`config.mk`:
```
export PLATFORM = sky130hd
export DESIGN_NAME = axi_decerr_slave
export DESIGN_NICKNAME = d
export VERILOG_FILES = /design/src/rtl/axi_decerr_slave.sv
export SDC_FILE = /design/constraint.sdc
export NUM_CORES = 1
export LEC_CHECK = 0
export CORE_AREA = 2 2 119 121
export CTS_CLUSTER_SIZE = 12
export DETAILED_ROUTE_END_ITERATION = 16
export DIE_AREA = 0 0 121 123
export PLACE_DENSITY = 0.65
export SLEW_MARGIN = 10
export SYNTH_ARGS = -nofsm -noshare
export SYNTH_HDL_FRONTEND = slang
export SYNTH_SLANG_ARGS = --single-unit
```
`constraint.sdc`:
```
create_clock -name clk_i -period 2.02 [get_ports clk_i]
set_clock_uncertainty 0.05 [all_clocks]
set_input_delay 0.404 -clock clk_i [delete_from_list [all_inputs] [get_ports clk_i]]
set_output_delay 0.404 -clock clk_i [all_outputs]
set_load 0.01 [all_outputs]
```
`src/rtl/axi_decerr_slave.sv`:
```
// ============================================================================
// Module      : axi_decerr_slave
// Description : AXI default slave. Accepts unmapped requests, drains write
//               data, and answers every transaction with DECERR (2'b11).
//               Optional fault-address capture under AXI_DECERR_CAPTURE_EN.
// Revision    : 1.0 - initial release
// ============================================================================
`default_nettype none

module axi_decerr_slave #(
    parameter int                    ID_WIDTH   = 6,
    parameter int                    DATA_WIDTH = 64,
    parameter logic [DATA_WIDTH-1:0] RESP_DATA  = DATA_WIDTH'(64'hBADC_AB1E)
) (
    input  logic                  clk_i,
    input  logic                  rst_ni,
    input  logic                  aw_valid_i,
    output logic                  aw_ready_o,
    input  logic [ID_WIDTH-1:0]   aw_id_i,
    input  logic [63:0]           aw_addr_i,
    input  logic                  w_valid_i,
    output logic                  w_ready_o,
    input  logic                  w_last_i,
    output logic                  b_valid_o,
    input  logic                  b_ready_i,
    output logic [ID_WIDTH-1:0]   b_id_o,
    output logic [1:0]            b_resp_o,
    input  logic                  ar_valid_i,
    output logic                  ar_ready_o,
    input  logic [ID_WIDTH-1:0]   ar_id_i,
    input  logic [63:0]           ar_addr_i,
    input  logic [7:0]            ar_len_i,
    output logic                  r_valid_o,
    input  logic                  r_ready_i,
    output logic [ID_WIDTH-1:0]   r_id_o,
    output logic [DATA_WIDTH-1:0] r_data_o,
    output logic [1:0]            r_resp_o,
    output logic                  r_last_o,
    output logic                  fault_valid_o,
    output logic [63:0]           fault_addr_o,
    input  logic                  fault_clr_i
);

    typedef enum logic [1:0] {W_IDLE = 2'd0, W_DATA = 2'd1, W_RESP = 2'd2} wstate_t;
    typedef enum logic [0:0] {R_IDLE = 1'b0, R_DATA = 1'b1} rstate_t;

    localparam logic [1:0] C_DECERR = 2'b11;

    wstate_t    wstate;
    rstate_t    rstate;
    logic [7:0] rcnt;

    assign b_resp_o = C_DECERR;
    assign r_resp_o = C_DECERR;
    assign r_data_o = RESP_DATA;

    // Ready comes up one cycle after reset release since it is registered.
    always_ff @(posedge clk_i or negedge rst_ni) begin
        if (!rst_ni) begin
            wstate     <= W_IDLE;
            aw_ready_o <= 1'b0;
            w_ready_o  <= 1'b0;
            b_valid_o  <= 1'b0;
            b_id_o     <= '0;
        end else begin
            case (wstate)
                W_IDLE: begin
                    aw_ready_o <= 1'b1;
                    if (aw_valid_i && aw_ready_o) begin
                        b_id_o     <= aw_id_i;
                        aw_ready_o <= 1'b0;
                        w_ready_o  <= 1'b1;
                        wstate     <= W_DATA;
                    end
                end
                W_DATA: begin
                    if (w_valid_i && w_ready_o && w_last_i) begin
                        w_ready_o <= 1'b0;
                        b_valid_o <= 1'b1;
                        wstate    <= W_RESP;
                    end
                end
                W_RESP: begin
                    if (b_ready_i) begin
                        b_valid_o  <= 1'b0;
                        aw_ready_o <= 1'b1;
                        wstate     <= W_IDLE;
                    end
                end
                default: begin
                    aw_ready_o <= 1'b0;
                    w_ready_o  <= 1'b0;
                    b_valid_o  <= 1'b0;
                    wstate     <= W_IDLE;
                end
            endcase
        end
    end

    // rcnt holds beats remaining after the one currently presented.
    always_ff @(posedge clk_i or negedge rst_ni) begin
        if (!rst_ni) begin
            rstate     <= R_IDLE;
            ar_ready_o <= 1'b0;
            r_valid_o  <= 1'b0;
            r_last_o   <= 1'b0;
            r_id_o     <= '0;
            rcnt       <= '0;
        end else begin
            case (rstate)
                R_IDLE: begin
                    ar_ready_o <= 1'b1;
                    if (ar_valid_i && ar_ready_o) begin
                        r_id_o     <= ar_id_i;
                        rcnt       <= ar_len_i;
                        r_last_o   <= (ar_len_i == 8'd0);
                        r_valid_o  <= 1'b1;
                        ar_ready_o <= 1'b0;
                        rstate     <= R_DATA;
                    end
                end
                R_DATA: begin
                    if (r_ready_i) begin
                        if (rcnt == 8'd0) begin
                            r_valid_o  <= 1'b0;
                            r_last_o   <= 1'b0;
                            ar_ready_o <= 1'b1;
                            rstate     <= R_IDLE;
                        end else begin
                            rcnt     <= rcnt - 8'd1;
                            r_last_o <= (rcnt == 8'd1);
                        end
                    end
                end
                default: begin
                    ar_ready_o <= 1'b0;
                    r_valid_o  <= 1'b0;
                    r_last_o   <= 1'b0;
                    rstate     <= R_IDLE;
                end
            endcase
        end
    end

`ifdef AXI_DECERR_CAPTURE_EN
    logic        aw_hs;
    logic        ar_hs;
    logic        fault_valid_q;
    logic [63:0] fault_addr_q;

    assign aw_hs = aw_valid_i && aw_ready_o;
    assign ar_hs = ar_valid_i && ar_ready_o;

    // A capture can only happen while clear, so it naturally wins over fault_clr_i.
    always_ff @(posedge clk_i or negedge rst_ni) begin
        if (!rst_ni) begin
            fault_valid_q <= 1'b0;
            fault_addr_q  <= '0;
        end else if (!fault_valid_q && (aw_hs || ar_hs)) begin
            fault_valid_q <= 1'b1;
            fault_addr_q  <= aw_hs ? aw_addr_i : ar_addr_i;
        end else if (fault_clr_i) begin
            fault_valid_q <= 1'b0;
        end
    end

    assign fault_valid_o = fault_valid_q;
    assign fault_addr_o  = fault_addr_q;
`else
    logic unused_inputs;

    assign unused_inputs = ^{fault_clr_i, aw_addr_i, ar_addr_i};
    assign fault_valid_o = 1'b0;
    assign fault_addr_o  = '0;
`endif

endmodule

`default_nettype wire

```
-- Yosys cells after proc, flatten, opt, wreduce, memory -nomap -nowiden
Cells that the tools add are included.
- mux-type cells: 33
- equality and inequality tests: 10
- reduce and logical (&&, ||, !) cells: 17
- add/sub/neg operators: 1
- bitwise logic cells: 4
- operators by type and width (kind ; count):
    two-way mux 8 bit ; 3
    two-way mux 1 bit ; 18
    zero test 8 bit ; 2
    one-hot mux 8 bit (2 select lines) ; 1
    AND reduction 3 bit ; 5
    != test 2 bit, second input constant ; 6
    AND reduction 2 bit ; 5
    one-hot mux 1 bit (3 select lines) ; 3
    == test 8 x 1 -> 1 bit, second input constant ; 1
    one-hot mux 1 bit (2 select lines) ; 4
    subtractor 8 x 1 -> 8 bit, second input constant ; 1
    two-way mux 2 bit ; 3
    one-hot mux 2 bit (3 select lines) ; 1
    logical AND 1 bit ; 4
    NOT 1 bit ; 4
    == test 2 x 1 -> 1 bit, second input constant ; 1
    == test 2 bit, second input constant ; 1
    zero test 2 bit ; 1
    != test 2 x 1 -> 1 bit, second input constant ; 1
- register bits after elaboration: 29
- input port bits: 157
- word-level logic and storage cells: 76
- output and inout bits: 151

-- Logic depth before layout (Yosys ltp)
Gate-level depths: netlist of the first run.
- depth in word-level cells: 4
- depth in mapped cells: 7
- depth with buffers taken out: 6

-- Worst setup path before layout of the first run
Ideal clock, no wire load.
- path type: register -> register
- start: register rcnt[0]
- end: register rcnt[3]
- data required time: 1849 ps
- setup slack: 280 ps
- path buffers: 1
- library setup time: 121 ps
- clock period less this slack: 1740 ps
- cell stages (with the launch flop): 8
- arrival time: 1569 ps
- cell sequence: dfrtp_1 inv_1 ha_1 nor3b_2 nand3_1 and2_1 clkbuf_1 a22o_1
- longest elaborated chain between the ends: 4
- elaborated cells between the ends (all ways): 7
- classes of those cells: 1 x add/sub; 1 x eq/ne; 3 x mux; 2 x reduce/logical
- ends and longest elaborated chain (item ; RTL line ; text):
    start, declared ; 51 ; logic [7:0] rcnt;
    start signal, assigned ; 115 ; rcnt <= ar_len_i;
    start signal, assigned ; 130 ; rcnt <= rcnt - 8'd1;
    subtractor 8 x 1 -> 8 bit ; 130 ;
    two-way mux 8 bit ; 124 ; if (rcnt == 8'd0) begin
    two-way mux 8 bit ; 123 ; if (r_ready_i) begin
    one-hot mux 8 bit (2 select lines) ; 110 ; case (rstate)
Parallel ways exist; a longest one is shown, timed or not. The select of a mux whose other input is x is not followed.
A chain may end at the register's enable or synchronous reset.

-- Worst setup path in the final report of the first run
- start: register rcnt[0]
- end: register rcnt[7]
The elaborated chain is that of the path after synthesis.

==> flow_summary_export.csv, run 1 <==
group,metric,value,unit
sta,hold_viol,0,
synth,synthFlopType,"dfrtp_1",
grt,grt_usage,5.479,%
worst_setup_path,cp.required,2.11,ns
final_layout,antenna_cells,0,
grt,antenna_found_initial,0,
drt,final_antenna_net_count,0,
synth,synthDistinctLibCells,44,
drt,drc,0,
final_layout,final_cells,503,
min_path,hp-class,"flip-flop to flip-flop",
clocking,htreeDepth,2,
clocking,cts-root-buf,"clkbuf_16",
synth,synthArstFlopShare,100.0,%
sta,period_minus_slack,1.770,ns
final_layout,drive_above_1_share,11.46,%
clocking,ctsResizeCount,0,
drt,vias,1602,
worst_setup_path,reg2reg_to,"rcnt[7]",
sta,clock.fmax,565.1,MHz
floorplan,fp.dieH,123,um
floorplan,core,13610,um2
job,maxCapViolCount,0,
final_layout,area_growth,15.32,%
worst_setup_path,regToRegSetupSlack,0.25,ns
sta,tns,0,ns
power_and_ir_drop,powerDensity,1178,nW/um2
worst_setup_path,arrival,1.86,ns
worst_setup_path,ff2ff_path_depth,7,
floorplan,num_rows,43,
floorplan,start_util,17.82,%
placement,portBuffers,45,
power_and_ir_drop,finalPower,3296,uW
placement,place_congestion,0.8109,
floorplan,die-area,14880,um2
worst_setup_path,crit_end,"rcnt[7]",
drt,drt-initial-drc-count,28,
floorplan,die_width,121,um
clocking,hold_buffers,0,
sta,setup_slack,0.2504,ns
drt,firstDrtPassIters,4,
synth,synth.ff_latch_count,29,
power_and_ir_drop,p_seq_share,33.0,%
synth,seq_area_frac_synth,29.91,%
worst_setup_path,crit_type,"flip-flop to flip-flop",
clocking,clk_latency,0.27,ns
worst_setup_path,critPathLaunchType,"flip-flop",
grt,grt_pass1_vias,1346,
power_and_ir_drop,ir_worst_vdd,0.5061,mV
placement,postPlaceCellArea,2640,um2
worst_setup_path,cp-end-kind,"flip-flop",
power_and_ir_drop,p_sw,1159,uW
power_and_ir_drop,p_comb_share,43.8,%
clocking,clockBufferDepth,2,
synth,syn_area,2426,um2
worst_setup_path,cp-startpoint,"rcnt[0]",
sta,slew_viol_final,0,
power_and_ir_drop,leakage,0.001345,uW
final_layout,n_fill_cell,1515,
placement,pre_cts_slack,0.2197,ns
clocking,clk_pin_slew,0.05,ns
power_and_ir_drop,pwr-share-clk,23.2,%
placement,numPlacedInstances,495,
drt,viasPerCell,3.185,
sta,setup_viol,0,
worst_setup_path,r2r-start,"rcnt[0]",
sta,rsz0062_at_grt,"no",
clocking,cts_buffers,5,
synth,ys_warn_count,0,
final_layout,layout.nets,481,
run_status,status,"complete, no violations",
final_layout,design_area,2798,um2
grt,overflow,0,
synth,avgSynthCellArea,9.019,um2
grt,grt_first_pass_wirelength,6.423,mm
clocking,postCtsSetupBuffers,0,
sta,post-route-period-util,87.60,%
drt,routed_wirelength,4.277,mm
drt,wl_per_cell,8.503,um
synth,synth-edff-count,0,
clocking,cts_tree,"built",
power_and_ir_drop,p_sw_share,35.17,%
grt,grt_max_degree,30,
floorplan,boundaryPins,308,
synth,postSynthCellCount,269,
placement,dpl.hpwl,3.416,mm
power_and_ir_drop,p_int,2137,uW
worst_setup_path,crit_fanout,6,
clocking,cts_sinks,29,
-- layer usage --
layer | vias to the layer above | track usage, % | wire [um]
met4 | 0 | 2.544 | 60
met2 | 132 | 9.270 | 1990
li1 | 733 | - | -
met5 | - | 0 | 0
met1 | 731 | 6.241 | 1681
met3 | 6 | 1.845 | 545
-- cells by family after synthesis --
family,count (synthesis),synth area share [%]
buffers and inverters,146,43.32
muxes,12,5.570
and+or+nand+nor,49,11.81
adders and majority gates,2,1.031
DFF,29,29.91
other,2,0.3096
AOI/OAI and AO/OA,29,8.046
-- critical path, cell delays in order, from the launching register on --
cell      delay (ns)
dfrtp_1         0.41
inv_1           0.11
ha_1            0.22
nor3b_2         0.24
nand3_1         0.14
buf_4           0.19
a31oi_1         0.16
o221ai_1        0.13
-- placed cells by master, fill, tap and decap left out, drive strengths merged, types with 6 or more instances in the layout --
master and count:
clkdlybuf4s50 45, nand3 9, dfrtp 29, nand2 12, clkbuf 7, buf 10
o21ai 6, mux2 12, conb 133
-- worst min-delay path by stage --
| stage | start | endpoint | slack, ns | depth (start not counted) |
|---|---|---|---|---|
| after global placement | r_valid_o | r_valid_o | 0.42 | 2 |
| after global routing | b_id_o[4] | b_id_o[4] | 0.48 | 1 |
| final | r_valid_o | r_valid_o | 0.43 | 2 |
| after floorplan | rst_ni | ar_ready_o | 0.06 | 0 |
| after detailed placement | r_valid_o | r_valid_o | 0.42 | 2 |
| after CTS | r_valid_o | r_valid_o | 0.44 | 2 |
-- cell usage after synthesis, types with 3 or more instances --
library cell,number,area (um2)
nand4_1,3,18.77
o21ai_0,5,25.02
nand2_1,12,45.04
mux2_2,12,135.1
a31oi_1,4,25.02
buf_2,3,15.01
nand3_1,9,45.04
buf_4,133,998.5
clkbuf_1,4,15.01
a21oi_1,5,25.02
inv_1,5,18.77
dfrtp_1,29,725.7
nor2_1,5,18.77
-- power groups by stage --
stage,registers (uW),clock network (uW),logic [uW]
6_report,1090,766,1440
5_1_grt,1130,824,1600
4_1_cts,1090,795,1460
3_5_place_dp,1100,0,1450
3_3_place_gp,1090,0,1440
2_1_floorplan,1110,0,990
-- per-stage QoR --
stage	hold WS [ns]	utilization (%)
2_1_floorplan	0.05841	-
3_3_place_gp	0.4190	19.40
3_5_place_dp	0.4217	19.40
4_1_cts	0.4366	20.55
5_1_grt	0.4790	20.55
6_report	0.4346	20.55
-- flip-flops by register name, indices dropped and copies added, names as in the netlist --
name        flops
wstate          2
r_last_o        1
r_valid_o       1
b_id_o          6
ar_ready_o      1
rstate          1
r_id_o          6
w_ready_o       1
aw_ready_o      1
b_valid_o       1
rcnt            8
-- layout make-up --
class	instances	area [um2]	share of cell area, %
Timing Repair Buffer	55	525.5	18.78
Sequential cell	29	725.7	25.94
Clock buffer	7	152.6	5.456
Tap cell	180	225.2	8.050
Multi-Input combinational cell	225	1141	40.79
Inverter	6	22.52	0.8050
Clock inverter	1	5.005	0.1789
Note: power is estimated with default switching activity, not from simulation.
==> run 2: changes to the inputs <==
--- a/config.mk
+++ b/config.mk
@@ -5,11 +5,13 @@
 export SDC_FILE = /design/constraint.sdc
 export NUM_CORES = 1
 export LEC_CHECK = 0
+export CAP_MARGIN = 40
 export CORE_AREA = 2 2 119 121
 export CTS_CLUSTER_SIZE = 12
 export DETAILED_ROUTE_END_ITERATION = 16
 export DIE_AREA = 0 0 121 123
-export PLACE_DENSITY = 0.65
+export PLACE_DENSITY_LB_ADDON = 0.15
+export REMOVE_ABC_BUFFERS = 1
 export SLEW_MARGIN = 10
 export SYNTH_ARGS = -nofsm -noshare
 export SYNTH_HDL_FRONTEND = slang
==> run 2 against run 1 <==
  * Total power barely moved
  * Critical endpoint is now rcnt[3]
  * Worst setup slack got worse by 0.11 ns
  * Clock-buffer cell count is 1 lower
  * Critical path type unchanged
  * Maximum frequency decreased by 5.6%
  * Cell count did not move
  * Via count rose by 0.62%
  * Hold slack lost 0.0038 ns
  * Sequential share of layout area hardly changed
  * Sequential power is essentially flat
  * First-iteration DRC count rose to 2.9 times the previous value
  * Sequential cell count did not move
  * Final area shrank 0.18%
==> flow_summary_export.csv, run 2 (synthesis results as in run 1) <==
group,metric,value,unit
clocking,clk_latency,0.28,ns
power_and_ir_drop,powerDensity,1180,nW/um2
clocking,htreeDepth,2,
floorplan,fp.dieH,123,um
min_path,hp-class,"flip-flop to flip-flop",
worst_setup_path,cp-startpoint,"rcnt[0]",
worst_setup_path,regToRegSetupSlack,0.15,ns
power_and_ir_drop,ir_worst_vdd,0.4240,mV
worst_setup_path,reg2reg_to,"rcnt[3]",
floorplan,boundaryPins,308,
drt,viasPerCell,3.205,
clocking,cts_tree,"built",
clocking,clockBufferDepth,2,
sta,clock.fmax,533.4,MHz
final_layout,final_core_util,20.52,%
worst_setup_path,cp-end-kind,"flip-flop",
sta,slew_viol_final,0,
clocking,hold_buffers,0,
floorplan,start_util,17.82,%
floorplan,num_rows,43,
final_layout,area_growth,15.11,%
power_and_ir_drop,p_sw,1188,uW
drt,firstDrtPassIters,4,
power_and_ir_drop,p_int,2106,uW
sta,rsz0062_at_grt,"no",
worst_setup_path,ff2ff_path_depth,6,
clocking,cts-root-buf,"clkbuf_16",
worst_setup_path,r2r-start,"rcnt[0]",
drt,drc,0,
grt,grt_usage,6.273,%
sta,tns,0,ns
final_layout,antenna_cells,0,
worst_setup_path,crit_fanout,6,
clocking,ctsResizeCount,0,
final_layout,mostFrequentLayoutCells,"133 x conb_1, 45 x clkdlybuf4s50_1, 29 x dfrtp_1",
sta,setup_viol,0,
power_and_ir_drop,leakage,0.001342,uW
placement,portBuffers,45,
final_layout,largest_reg_flops,8,
drt,routed_wirelength,4.793,mm
power_and_ir_drop,finalPower,3294,uW
power_and_ir_drop,pwr-share-clk,23.0,%
grt,grt_first_pass_wirelength,7.169,mm
placement,numPlacedInstances,495,
job,maxCapViolCount,0,
grt,overflow,0,
grt,grt_pass1_vias,1347,
power_and_ir_drop,p_sw_share,36.07,%
sta,post-route-period-util,92.81,%
sta,period_minus_slack,1.875,ns
grt,antenna_found_initial,0,
clocking,cts_sinks,29,
worst_setup_path,critPathLaunchType,"flip-flop",
worst_setup_path,crit_type,"flip-flop to flip-flop",
run_status,status,"complete, no violations",
final_layout,reg.largest.list,"rcnt: 8 flops, b_id_o: 6 flops, r_id_o: 6 flops",
clocking,clk_pin_slew,0.06,ns
worst_setup_path,arrival,1.98,ns
worst_setup_path,critPathMaxStageDelay,0.41,ns
final_layout,layout.nets,481,
floorplan,die_width,121,um
power_and_ir_drop,p_seq_share,33.1,%
placement,dpl.hpwl,3.658,mm
drt,vias,1612,
drt,wl_per_cell,9.529,um
worst_setup_path,cpMaxStageDelayCell,"dfrtp_1",
power_and_ir_drop,p_comb_share,43.9,%
final_layout,final_cells,503,
floorplan,die-area,14880,um2
floorplan,core,13610,um2
placement,postPlaceCellArea,2640,um2
worst_setup_path,crit_end,"rcnt[3]",
clocking,cts_buffers,5,
sta,hold_viol,0,
worst_setup_path,path_cells,"inv_1 -> ha_1 -> nor3b_2 -> nand3_1 -> and2_1 -> a22o_1",
final_layout,design_area,2793,um2
drt,final_antenna_net_count,0,
worst_setup_path,cp.required,2.12,ns
final_layout,regMostFlops,"rcnt",
clocking,postCtsSetupBuffers,0,
final_layout,drive_above_1_share,11.46,%
placement,place_congestion,0.7572,
final_layout,layout_commonest_cell,"conb_1",
grt,grt_max_degree,30,
drt,drt-initial-drc-count,80,
run 2: cell type report:
class / count / area (um2)
fillers: 1497 / 10820
multi-input cells: 225 / 1141
flip-flops and latches: 29 / 725.7
repair buffers: 55 / 525.5
well taps: 180 / 225.2
clock buffers: 6 / 138.9
inverters: 6 / 22.52
clock inverters: 2 / 13.76
run 2: metal layers:
| metal | track usage [%] | part of all wire [%] |
|---|---|---|
| met1 | 8.307 | 44 |
| met2 | 9.235 | 41 |
| met3 | 2.629 | 14 |
| met4 | 1.962 | 0.98 |
| met5 | 0 | 0 |
run 2: through the flow:
step	hold WS, ns	setup WS [ns]
after floorplan	0.05841	0.1162
after global placement	0.4167	0.1354
after detailed placement	0.4196	0.1520
after CTS	0.4389	0.1570
after global routing	0.4626	0.001440
final	0.4308	0.1452
run 2: worst min-delay path by stage:
| stage | slack, ns | to | depth (start not counted) | from |
|---|---|---|---|---|
| after floorplan | 0.06 | ar_ready_o | 0 | rst_ni |
| after global placement | 0.42 | r_valid_o | 2 | r_valid_o |
| after detailed placement | 0.42 | r_valid_o | 2 | r_valid_o |
| after CTS | 0.44 | r_valid_o | 2 | r_valid_o |
| after global routing | 0.46 | b_id_o[2] | 1 | b_id_o[2] |
| final | 0.43 | r_valid_o | 2 | r_valid_o |
run 2: worst max-delay path, delay by kind of cell (launching register included):
kind | cells | cell delay [ns]
and+or+nand+nor | 3 | 0.74
buffers and inverters | 1 | 0.11
adders and majority gates | 1 | 0.23
DFF | 1 | 0.41
AOI/OAI and AO/OA | 1 | 0.23
run 2: power by group through the flow:
stage / logic (uW) / registers, uW / clock network [uW]
after global placement: 1460 / 1100 / 0
after detailed placement: 1460 / 1100 / 0
after floorplan: 731 / 1150 / 0
final: 1450 / 1090 / 758
after CTS: 1460 / 1100 / 801
after global routing: 1620 / 1140 / 830
==> run 3: changes to the inputs <==
--- a/config.mk
+++ b/config.mk
@@ -6,7 +6,7 @@
 export NUM_CORES = 1
 export LEC_CHECK = 0
 export CAP_MARGIN = 40
-export CORE_AREA = 2 2 119 121
+export CORE_AREA = 4 4 117 119
 export CTS_CLUSTER_SIZE = 12
 export DETAILED_ROUTE_END_ITERATION = 16
 export DIE_AREA = 0 0 121 123
@@ -16,3 +16,4 @@
 export SYNTH_ARGS = -nofsm -noshare
 export SYNTH_HDL_FRONTEND = slang
 export SYNTH_SLANG_ARGS = --single-unit
+export TNS_END_PERCENT = 100
==> run 3 against run 2 <==
  * Worst setup slack better by 0.081 ns
  * Critical path type unchanged
  * Clock-buffer cell count is 1 higher
  * Global-route usage is 0.58 points higher
  * Highest routed layer is now met5
  * Critical endpoint is now rcnt[7]
  * Wire length is 13% higher
  * Register-to-register slack better by 0.08 ns
==> flow_summary_export.csv, run 3 (synthesis results as in run 1) <==
group,metric,value,unit
grt,overflow,0,
sta,rsz0062_at_grt,"no",
worst_setup_path,crit_fanout,10,
final_layout,reg.largest.list,"rcnt: 8 flops, b_id_o: 6 flops, r_id_o: 6 flops",
final_layout,layout.nets,484,
sta,slew_viol_final,0,
placement,dpl.hpwl,4.198,mm
worst_setup_path,cp_top_family,"flip-flops",
clocking,clockBufferDepth,2,
clocking,clk_latency,0.27,ns
floorplan,start_util,19.30,%
grt,grt_first_pass_wirelength,7.707,mm
power_and_ir_drop,pwr-share-clk,22.2,%
drt,wl_per_cell,10.90,um
floorplan,num_rows,41,
worst_setup_path,cpMaxStageDelayCell,"dfrtp_1",
final_layout,layout_commonest_cell,"conb_1",
placement,portBuffers,45,
final_layout,drive_above_1_share,11.69,%
floorplan,fp.dieH,123,um
clocking,postCtsSetupBuffers,0,
drt,routed_wirelength,5.416,mm
drt,viasPerCell,3.292,
drt,drc,0,
floorplan,die-area,14880,um2
placement,place_congestion,0.7472,
final_layout,mostFrequentLayoutCells,"133 x conb_1, 45 x clkdlybuf4s50_1, 29 x dfrtp_1",
final_layout,antenna_cells,0,
run_status,status,"complete, no violations",
drt,firstDrtPassIters,4,
final_layout,ff_latch_area,725.7,um2
drt,vias,1636,
floorplan,core,12570,um2
worst_setup_path,critPathLaunchType,"flip-flop",
drt,drt-initial-drc-count,45,
worst_setup_path,crit_type,"flip-flop to flip-flop",
floorplan,boundaryPins,308,
grt,antenna_found_initial,1,
drt,final_antenna_net_count,0,
sta,hold_viol,0,
final_layout,largest_reg_flops,8,
clocking,ctsResizeCount,0,
clocking,cts_tree,"built",
power_and_ir_drop,p_int,2128,uW
final_layout,n_fill_cell,1399,
sta,post-route-period-util,88.78,%
power_and_ir_drop,p_comb_share,44.7,%
power_and_ir_drop,p_seq_share,33.2,%
clocking,cts_sinks,29,
clocking,clk_pin_slew,0.05,ns
grt,grt_pass1_vias,1425,
worst_setup_path,path_cells,"inv_1 -> ha_1 -> nor3b_2 -> nand3_1 -> buf_4 -> a31oi_1 -> o221ai_1",
floorplan,die_width,121,um
power_and_ir_drop,leakage,0.001352,uW
min_path,hp-class,"flip-flop to flip-flop",
power_and_ir_drop,finalPower,3324,uW
final_layout,regMostFlops,"rcnt",
power_and_ir_drop,p_sw_share,36.00,%
clocking,cts-root-buf,"clkbuf_16",
final_layout,multiInputGateArea,1141,um2
final_layout,area_growth,15.21,%
worst_setup_path,path_buf_inv,2,
grt,grt_max_degree,30,
power_and_ir_drop,ir_worst_vdd,0.3561,mV
sta,period_minus_slack,1.793,ns
clocking,cts_buffers,5,
worst_setup_path,regToRegSetupSlack,0.23,ns
worst_setup_path,cp.required,2.11,ns
sta,hold_ws,0.4313,ns
worst_setup_path,cp-end-kind,"flip-flop",
grt,grt_usage,6.856,%
sta,setup_viol,0,
clocking,hold_buffers,0,
power_and_ir_drop,p_sw,1197,uW
worst_setup_path,critPathMaxStageDelay,0.41,ns
power_and_ir_drop,powerDensity,1189,nW/um2
sta,tns,0,ns
clocking,htreeDepth,2,
job,maxCapViolCount,0,
sta,clock.fmax,557.6,MHz
worst_setup_path,arrival,1.89,ns
-- run 3: path summary, 6_finish.rpt --
path | start | end | depth (start not counted)
min reg2reg | r_valid_o | r_valid_o | 2
min in group asynchronous | rst_ni | rcnt[1] | 2
max in group asynchronous | rst_ni | b_id_o[5] | 2
min | r_valid_o | r_valid_o | 2
max | rcnt[0] | rcnt[7] | 7
max reg2reg | rcnt[0] | rcnt[7] | 7
-- run 3: stage by stage --
stage / utilization, % / setup WS (ns) / instances / area [um2]
final: 22.24 / 0.2266 / 497 / 2795
after global routing: 22.24 / 0.01669 / 497 / 2795
after CTS: 22.24 / 0.2011 / 497 / 2795
after detailed placement: 21.11 / 0.1259 / 490 / 2653
after global placement: 21.11 / 0.1423 / 490 / 2653
after floorplan: - / 0.1162 / 260 / 1889
-- run 3: worst min-delay path: cells and delay by family (launching register included) --
kind             cells  cell delay, ns
DFF                  1            0.34
and+or+nand+nor      2            0.11
-- run 3: area by class of cell --
type	instances	area share, %
multi-input combinational	225	40.82
sequential	29	25.96
timing repair buffer	58	19.61
tap	172	7.699
clock buffer	7	5.103
inverter	6	0.8057
-- run 3: power groups by stage --
stage	Clock [uW]	Sequential [uW]	Combinational, uW
after detailed placement	0	1110	1500
after global routing	791	1160	1650
after CTS	776	1110	1510
after floorplan	0	1150	731
final	736	1100	1490
after global placement	0	1100	1510
-- run 3: layer usage --
metal / vias up / GRT usage, % / part of all wire [%]
met5: - / 0 / 0.13
met4: 2 / 2.550 / 1.0
met3: 6 / 3.294 / 17
met2: 147 / 9.587 / 40
met1: 738 / 9.099 / 42
li1: 743 / - / -
